File: config.mk
export PLATFORM = sky130hd
export DESIGN_NAME = placar_multijogador_flat
export DESIGN_NICKNAME = d
export VERILOG_FILES = /design/src/rtl/placar_multijogador_if.sv /design/src/rtl/placar_multijogador.sv /design/src/flat_wrapper.sv
export SDC_FILE = /design/constraint.sdc
export NUM_CORES = 1
export LEC_CHECK = 0
export ABC_AREA = 1
export BUFFER_PORTS_ARGS = -buffer_cell sky130_fd_sc_hd__buf_2
export CAP_MARGIN = 40
export CORE_MARGIN = 3
export CORE_UTILIZATION = 30
export CTS_CLUSTER_DIAMETER = 100
export DETAILED_ROUTE_END_ITERATION = 12
export PLACE_DENSITY_LB_ADDON = 0.1
export SKIP_CTS_REPAIR_TIMING = 1
export SYNTH_ARGS = -nofsm -noshare
export SYNTH_HDL_FRONTEND = slang
export SYNTH_SLANG_ARGS = --single-unit
export TNS_END_PERCENT = 10
File: constraint.sdc
create_clock -name clock -period 1 [get_ports clock]
set_input_delay 0.05 -clock clock [delete_from_list [all_inputs] [get_ports clock]]
set_output_delay 0.05 -clock clock [all_outputs]
set_load 0.005 [all_outputs]
File: src/rtl/placar_multijogador_if.sv
// ============================================================================
// Module   : placar_multijogador_if
// Brief    : Bus bundle for the multi-player scoreboard (win inputs, LED bar,
//            packed scores and match flags).
// Revision : 1.0 - initial release
// ============================================================================
`default_nettype none

interface placar_multijogador_if #(
    parameter int N_PLAYERS       = 2,
    parameter int LEDS_PER_PLAYER = 8,
    parameter int WIN_TARGET      = 3
);
    localparam int c_SW = $clog2(WIN_TARGET + 1);
    localparam int c_PW = $clog2(N_PLAYERS);

    logic [N_PLAYERS-1:0]                 win;
    logic                                 new_match;
    logic [N_PLAYERS*LEDS_PER_PLAYER-1:0] led;
    logic [N_PLAYERS*c_SW-1:0]            scores;
    logic                                 match_over;
    logic [c_PW-1:0]                      champion;
    logic                                 conflict;

    modport master (
        output win, new_match,
        input  led, scores, match_over, champion, conflict
    );

    modport slave (
        input  win, new_match,
        output led, scores, match_over, champion, conflict
    );
endinterface

`default_nettype wire

File: src/rtl/placar_multijogador.sv
// ============================================================================
// Module   : placar_multijogador
// Brief    : N-player win counter with champion latch and thermometer LED bars.
//            Optional champion blink enabled by defining PLACAR_BLINK_EN.
// Revision : 1.0 - initial release
// ============================================================================
`default_nettype none

module placar_multijogador #(
    parameter int N_PLAYERS       = 2,
    parameter int LEDS_PER_PLAYER = 8,
    parameter int WIN_TARGET      = 3,
    parameter int BLINK_DIV       = 25_000_000
) (
    input  wire logic             clock,
    input  wire logic             reset,
    placar_multijogador_if.slave  bus
);
    localparam int c_SW = $clog2(WIN_TARGET + 1);
    localparam int c_PW = $clog2(N_PLAYERS);
    localparam int c_LW = N_PLAYERS * LEDS_PER_PLAYER;

    if (N_PLAYERS < 2 || WIN_TARGET < 1 || WIN_TARGET > LEDS_PER_PLAYER || BLINK_DIV < 1) begin : g_param_check
        $error("placar_multijogador: illegal parameter combination");
    end

    typedef enum logic [0:0] {
        ST_PLAY = 1'b0,
        ST_OVER = 1'b1
    } state_t;

    state_t                 r_state, w_state_nxt;
    logic [N_PLAYERS-1:0]   r_win_q;
    logic [N_PLAYERS-1:0]   w_rise, w_grant;
    logic [c_SW-1:0]        r_score     [N_PLAYERS];
    logic [c_SW-1:0]        w_score_nxt [N_PLAYERS];
    logic [c_PW-1:0]        r_champion, w_champion_nxt;
    logic                   r_conflict, w_conflict_nxt;
    logic [c_LW-1:0]        r_led, w_led_nxt;

`ifdef PLACAR_BLINK_EN
    localparam int c_CW = (BLINK_DIV > 1) ? $clog2(BLINK_DIV) : 1;
    logic [c_CW-1:0]        r_blink_cnt, w_blink_cnt_nxt;
    logic                   r_blink_on, w_blink_on_nxt;
`endif

    always_comb begin
        w_rise = bus.win & ~r_win_q;
        // Isolate the lowest-index rising bit: only that player is credited
        w_grant        = w_rise & (-w_rise);
        w_state_nxt    = r_state;
        w_champion_nxt = r_champion;
        w_conflict_nxt = 1'b0;
        for (int p = 0; p < N_PLAYERS; p++) begin
            w_score_nxt[p] = r_score[p];
        end

        if (bus.new_match) begin
            for (int p = 0; p < N_PLAYERS; p++) begin
                w_score_nxt[p] = '0;
            end
            w_champion_nxt = '0;
            w_state_nxt    = ST_PLAY;
        end else if (r_state == ST_PLAY) begin
            w_conflict_nxt = ($countones(w_rise) > 1);
            for (int p = 0; p < N_PLAYERS; p++) begin
                if (w_grant[p]) begin
                    w_score_nxt[p] = r_score[p] + c_SW'(1);
                    if (r_score[p] == c_SW'(WIN_TARGET - 1)) begin
                        w_state_nxt    = ST_OVER;
                        w_champion_nxt = c_PW'(p);
                    end
                end
            end
        end

`ifdef PLACAR_BLINK_EN
        // Counter restarts on OVER entry with the lit phase first
        w_blink_cnt_nxt = '0;
        w_blink_on_nxt  = 1'b0;
        if (w_state_nxt == ST_OVER) begin
            if (r_state != ST_OVER) begin
                w_blink_on_nxt = 1'b1;
            end else if (r_blink_cnt == c_CW'(BLINK_DIV - 1)) begin
                w_blink_on_nxt = ~r_blink_on;
            end else begin
                w_blink_cnt_nxt = r_blink_cnt + c_CW'(1);
                w_blink_on_nxt  = r_blink_on;
            end
        end
`endif

        w_led_nxt = '0;
        for (int p = 0; p < N_PLAYERS; p++) begin
            for (int i = 0; i < LEDS_PER_PLAYER; i++) begin
                w_led_nxt[p*LEDS_PER_PLAYER + i] = (i < int'(w_score_nxt[p]));
`ifdef PLACAR_BLINK_EN
                if (w_state_nxt == ST_OVER && w_champion_nxt == c_PW'(p)) begin
                    w_led_nxt[p*LEDS_PER_PLAYER + i] = w_blink_on_nxt;
                end
`endif
            end
        end
    end

    always_ff @(posedge clock or posedge reset) begin
        if (reset) begin
            r_state    <= ST_PLAY;
            r_win_q    <= '0;
            r_champion <= '0;
            r_conflict <= 1'b0;
            r_led      <= '0;
            for (int p = 0; p < N_PLAYERS; p++) begin
                r_score[p] <= '0;
            end
        end else begin
            r_state    <= w_state_nxt;
            r_win_q    <= bus.win;
            r_champion <= w_champion_nxt;
            r_conflict <= w_conflict_nxt;
            r_led      <= w_led_nxt;
            for (int p = 0; p < N_PLAYERS; p++) begin
                r_score[p] <= w_score_nxt[p];
            end
        end
    end

`ifdef PLACAR_BLINK_EN
    always_ff @(posedge clock or posedge reset) begin
        if (reset) begin
            r_blink_cnt <= '0;
            r_blink_on  <= 1'b0;
        end else begin
            r_blink_cnt <= w_blink_cnt_nxt;
            r_blink_on  <= w_blink_on_nxt;
        end
    end
`endif

    for (genvar p = 0; p < N_PLAYERS; p++) begin : g_pack_scores
        assign bus.scores[p*c_SW +: c_SW] = r_score[p];
    end

    assign bus.led        = r_led;
    assign bus.match_over = (r_state == ST_OVER);
    assign bus.champion   = r_champion;
    assign bus.conflict   = r_conflict;

endmodule

`default_nettype wire
File: src/flat_wrapper.sv
// flat-port wrapper written by rule: the top's interface ports become plain ports
module placar_multijogador_flat 
#(
    parameter int N_PLAYERS       = 2,
    parameter int LEDS_PER_PLAYER = 8,
    parameter int WIN_TARGET      = 3,
    parameter int BLINK_DIV       = 25_000_000
)
  (clock, reset, bus_win, bus_new_match, bus_led, bus_scores, bus_match_over, bus_champion, bus_conflict);
  placar_multijogador_if #(.N_PLAYERS(N_PLAYERS), .LEDS_PER_PLAYER(LEDS_PER_PLAYER), .WIN_TARGET(WIN_TARGET)) bus_i ();
  input  wire logic clock;
  input  wire logic reset;
  input wire logic [$bits(bus_i.win)-1:0] bus_win;
  input wire logic [$bits(bus_i.new_match)-1:0] bus_new_match;
  output wire logic [$bits(bus_i.led)-1:0] bus_led;
  output wire logic [$bits(bus_i.scores)-1:0] bus_scores;
  output wire logic [$bits(bus_i.match_over)-1:0] bus_match_over;
  output wire logic [$bits(bus_i.champion)-1:0] bus_champion;
  output wire logic [$bits(bus_i.conflict)-1:0] bus_conflict;
  assign bus_i.win = bus_win;
  assign bus_i.new_match = bus_new_match;
  assign bus_led = bus_i.led;
  assign bus_scores = bus_i.scores;
  assign bus_match_over = bus_i.match_over;
  assign bus_champion = bus_i.champion;
  assign bus_conflict = bus_i.conflict;
  placar_multijogador #(.N_PLAYERS(N_PLAYERS), .LEDS_PER_PLAYER(LEDS_PER_PLAYER), .WIN_TARGET(WIN_TARGET), .BLINK_DIV(BLINK_DIV)) u_core (.clock(clock), .reset(reset), .bus(bus_i));
endmodule
After elaboration in Yosys (flattened, before gate mapping)
Cells that the tools add are included.
{"block": "word_totals", "output_inout_bits": 23, "in_bits": 5, "register_bits": 15}
{"block": "op_classes", "bitwise_logic": 3, "eq_ne": 3, "order_cmp": 7, "mux": 18, "add_sub_neg": 4}
{"cell": "$gt A32 B2 Y1 const B", "count": 1}
{"cell": "$mux W1", "count": 14}
{"cell": "$lt A1 B2 Y1 const A", "count": 4}
{"cell": "$mux W4", "count": 2}
{"cell": "$add A2 B1 Y2 const B", "count": 2}
{"cell": "$and A2 B2 Y2", "count": 2}
{"cell": "$eq A2 B2 Y1 const B", "count": 2}
{"cell": "$lt A2 B2 Y1 const A", "count": 2}
{"cell": "$mux W2", "count": 2}
{"cell": "$add A1 B1 Y2", "count": 1}
{"cell": "$ne A2 B2 Y1 const B", "count": 1}
{"cell": "$neg A2 Y2", "count": 1}
{"cell": "$not A2 Y2", "count": 1}

Depth between registers and ports, before layout
{"block": "logic_depth", "depth_word": 9, "mapped_depth": 7, "depth_no_buf": 7}

Worst setup path before layout
No wires, ideal clock.
{"block": "synth_timing", "kind": "reg-to-reg", "start": "register u_core.r_score (netlist bit u_core.bus.scores[2])", "end": "register u_core.r_led[8], in the netlist u_core.bus.led[8]", "stages_incl_launch_ff": 6, "period_less_slack_ns": 1.046, "arrival_ns": 0.927, "slack_ns": -0.046, "required_ns": 0.881, "path_buffers": 0, "cell_sequence": "dfrtp_1 inv_1 ha_1 nand4_1 nand3_2 nand2_1"}
{"block": "synth_via", "elab_chain_cells": 5}
{"item": "start: declaration", "line_no": "placar_multijogador.sv:35", "source": "logic [c_SW-1:0] r_score [N_PLAYERS];"}
{"item": "start signal: indexed assignment", "line_no": "placar_multijogador.sv:123", "source": "r_score[p] <= w_score_nxt[p];"}
{"item": "$add A2 B1 Y2", "line_no": "placar_multijogador.sv:68", "source": "w_score_nxt[p] = r_score[p] + c_SW'(1);"}
{"item": "$mux W2", "line_no": "placar_multijogador.sv:67", "source": "if (w_grant[p]) begin"}
{"item": "$mux W4 (*)", "line_no": "placar_multijogador.sv:64", "source": "end else if (r_state == ST_PLAY) begin"}
{"item": "$mux W4 (*)", "line_no": "placar_multijogador.sv:58", "source": "if (bus.new_match) begin"}
{"item": "$lt A1 B2 Y1 (*)", "line_no": "placar_multijogador.sv:96", "source": "w_led_nxt[p*LEDS_PER_PLAYER + i] = (i < int'(w_score_nxt[p]));"}
{"item": "via u_core.w_led_nxt[8]", "line_no": "placar_multijogador.sv:39", "source": "logic [c_LW-1:0] r_led, w_led_nxt;"}
{"item": "end signal: assignment", "line_no": "placar_multijogador.sv:121", "source": "r_led <= w_led_nxt;"}
{"item": "end: declaration", "line_no": "placar_multijogador.sv:39"}
The timed path passes the listed nets; every way through them passes the cells marked *.
A chain may end at the register's enable or synchronous reset.

==> results.md <==
| Result | This run |
|:---|:---|
| Run status | complete, but fails checks |
| Violations in the final reports | negative setup slack |
| Antenna viol nets, final | 0 |
| WP data required | 1.17 ns |
| Die Span X | 54.0 µm |
| Depth of the CTS H-tree | 1 |
| Power density over the cells | 1270 nW/µm² |
| Placeable core region | 2060 µm² |
| Relative slew slack | 66.7% |
| Master of the slowest instance on the critical path | dfrtp_1 |
| Worst path max stage delay | 0.40 ns |
| DRC viols | 0 |
| GR Util All Layers | 10.5% |
| Clock insertion delay at the later pin of the skew report | 0.27 ns |
| IO Pins | 28 |
| Peak VDD IR | 1.07 mV |
| Buffers on Ports | 17 |
| Kind of end point of the critical path | flop |
| CTS tree | yes |
| Count of final max-slew check failures | 0 |
| Number of antenna violations at the first check in global routing | 0 |
| Netlist cell types | 18 |
| YS warnings | 0 |
| Clock tree buffer depth | 2 |
| Flop and latch count out of synthesis | 13 |
| Per-cell routed wire length | 9.85 µm |
| Instance count of the mapped netlist | 76 |
| Fillcell total | 210 |
| Mapped Area | 692 µm² |
| Final Net Count | 111 |
| Die Outline Area | 2920 µm² |
| Via count | 511 |
| Number of cells on the worst hold path | 3 |
| Maximum Capacitance Violations | 0 |
| Row Count | 16 |
| Via density per instance | 3.93 |
| Worst setup slack after layout | -0.0188 ns |
| Endpoints failing hold | 0 |
| Count of endpoints failing setup in the final report | 3 |
| Minimum period implied by the final worst setup slack | 1.02 ns |
| Worst Path Max Fanout | 3 |
| Static power due to leakage | 0.000525 µW |
| Number of search-and-repair iterations in the first detailed-routing pass | 1 |
| Worst Reg-to-Reg Cells | 4 |
| Kind of critical path | flop to flop |
| Clock Pin Slew Worst Setup and Hold Paths | 0.08 ns |
| Via count of the first global-routing pass | 502 |
| 1st-iter DRT viols | 0 |
| Signed area change from the synthesized netlist to the final layout | 26.6% |
| Transition time at the pin with the least slew margin | 0.499 ns |
| Period Utilization, post-route | 102% |
| Most common library cell in the layout ignoring fill and taps | buf_2 |
| Overall power consumption | 1110 µW |
| Maximum clock rate | 982 MHz |
| Avg Synthesized Cell Area | 9.10 µm² |
| Vertical extent of the die | 54.0 µm |
| CTS root buf | clkbuf_4 |
| Detailed placement HPWL | 1.03 mm |
| Min-Delay Path Class | primary input to flop |
| Top library cells by usage in the layout, fill and taps aside | 17 x buf_2, 13 x dfrtp_1, 12 x nand2_1 |
| Pin count of the biggest net entering global routing | 14 |
| First-pass GRT wire length | 2.10 mm |
| Unrepaired setup endpoints after global routing | true |
| Detailed Route WL | 1.28 mm |
| Data arrival, critical path | 1.19 ns |
| Congestion Overflow GR | 0 |
| Antenna fix cells | 0 |
| Ratio of cells with drive above 1 in the final layout | 41.7% |
| Launching element type of the critical path | flop |
| Placer congestion estimate | 0.723 |
| Num Clock Sinks | 13 |
| Post-placement worst setup slack | -0.0213 ns |
| Proportion of synthesized chip area in sequential cells | 47.0% |
| Maximum clock skew at final layout | 0.00344 ns |
| Cells traversed along the worst timing path | ha_1, nand4_1, nand3_2, nand2_1 |
| Number of CTS-inserted buffers | 3 |
| Initial cell density of the core | 33.6% |
[per-layer routing]
| layer | up-vias | wire length (µm) | global-route usage, % |
|---|---|---|---|
| met5 | - | 0 | 0 |
| met4 | 0 | 0 | 2.49 |
| met3 | 0 | 97 | 5.26 |
| met2 | 16 | 669 | 19.0 |
| met1 | 233 | 513 | 10.7 |
| li1 | 262 | - | - |
[through the flow]
step                util [%]  setup TNS, ns  cell area, µm²  std cells  hold WS, ns
finish                  42.5        -0.0421             876        130       0.0823
global route            42.5         -0.821             876        130       0.0952
CTS                     39.7         -0.109             820        126       -0.205
detailed placement      38.4        -0.0414             792        122        0.110
global placement        38.4        -0.0176             792        122        0.112
floorplan                  -       -0.00637             726         85      -0.0730
[final cells by class]
cell class                      count  area [µm²]  share of cell area, %
Sequential cell                    13         325                   37.1
Tap cell                           27        33.8                   3.86
Timing Repair Buffer               26         170                   19.4
Multi-Input combinational cell     45         258                   29.4
Clock buffer                        3        22.5                   2.57
Inverter                           15        61.3                   7.00
Clock inverter                      1        5.00                  0.571
[worst paths after layout]
| check | start | endpoint | slack, ns |
|---|---|---|---|
| setup / recovery | u_core.bus.led[9] | u_core.bus.led[8] | -0.02 |
| hold / removal | bus_win[1] | u_core.bus.conflict | 0.08 |
| setup reg to reg | u_core.bus.led[9] | u_core.bus.led[8] | -0.02 |
| hold reg to reg | u_core.bus.champion | u_core.bus.champion | 0.54 |
| max in group asynchronous | reset | u_core.bus.led[10] | 0.33 |
| min in group asynchronous | reset | u_core.bus.led[0] | 0.33 |
[critical path: cells and delay by family (launching register included)]
kind	cells	cell delay [ns]
fa+ha+maj	1	0.28
simple gates	3	0.23
flops	1	0.40
[logic make-up after synthesis]
logic type	after synthesis	share of synthesized area [%]
adder cells (fa/ha/maj)	2	3.62
other	1	0.542
AND/OR/NAND/NOR	31	25.9
flip-flops	13	47.0
buffers and inverters	27	21.5
AO/OA/AOI/OAI	2	1.45
[Yosys cell counts (all sizes together)]
cell	number	area share, %
a21oi	2	1.4
buf	12	13
conb	1	0.54
dfrtp	13	47
ha	2	3.6
inv	15	8.5
nand2	15	11
nand3	7	7.2
nand4	2	1.8
nor2	6	5.4
nor3	1	0.72
[state kept, by name, summed over array words and instances, names as in the netlist]
| name | cells |
|---|---|
| u_core.bus.match_over | 1 |
| u_core.bus.conflict | 1 |
| u_core.r_win_q | 2 |
| u_core.bus.scores | 2 |
| u_core.bus.led | 6 |
| u_core.bus.champion | 1 |
[report_power, final]
group | total [µW] | internal [µW] | switching, µW | leakage [µW]
clock | 322 | 148 | 174 | 0.0000177
combinational | 217 | 95.4 | 122 | 0.000336
sequential | 572 | 556 | 16.3 | 0.000172
total | 1110 | 799 | 311 | 0.000525
Power figures use the tool's default switching activity.
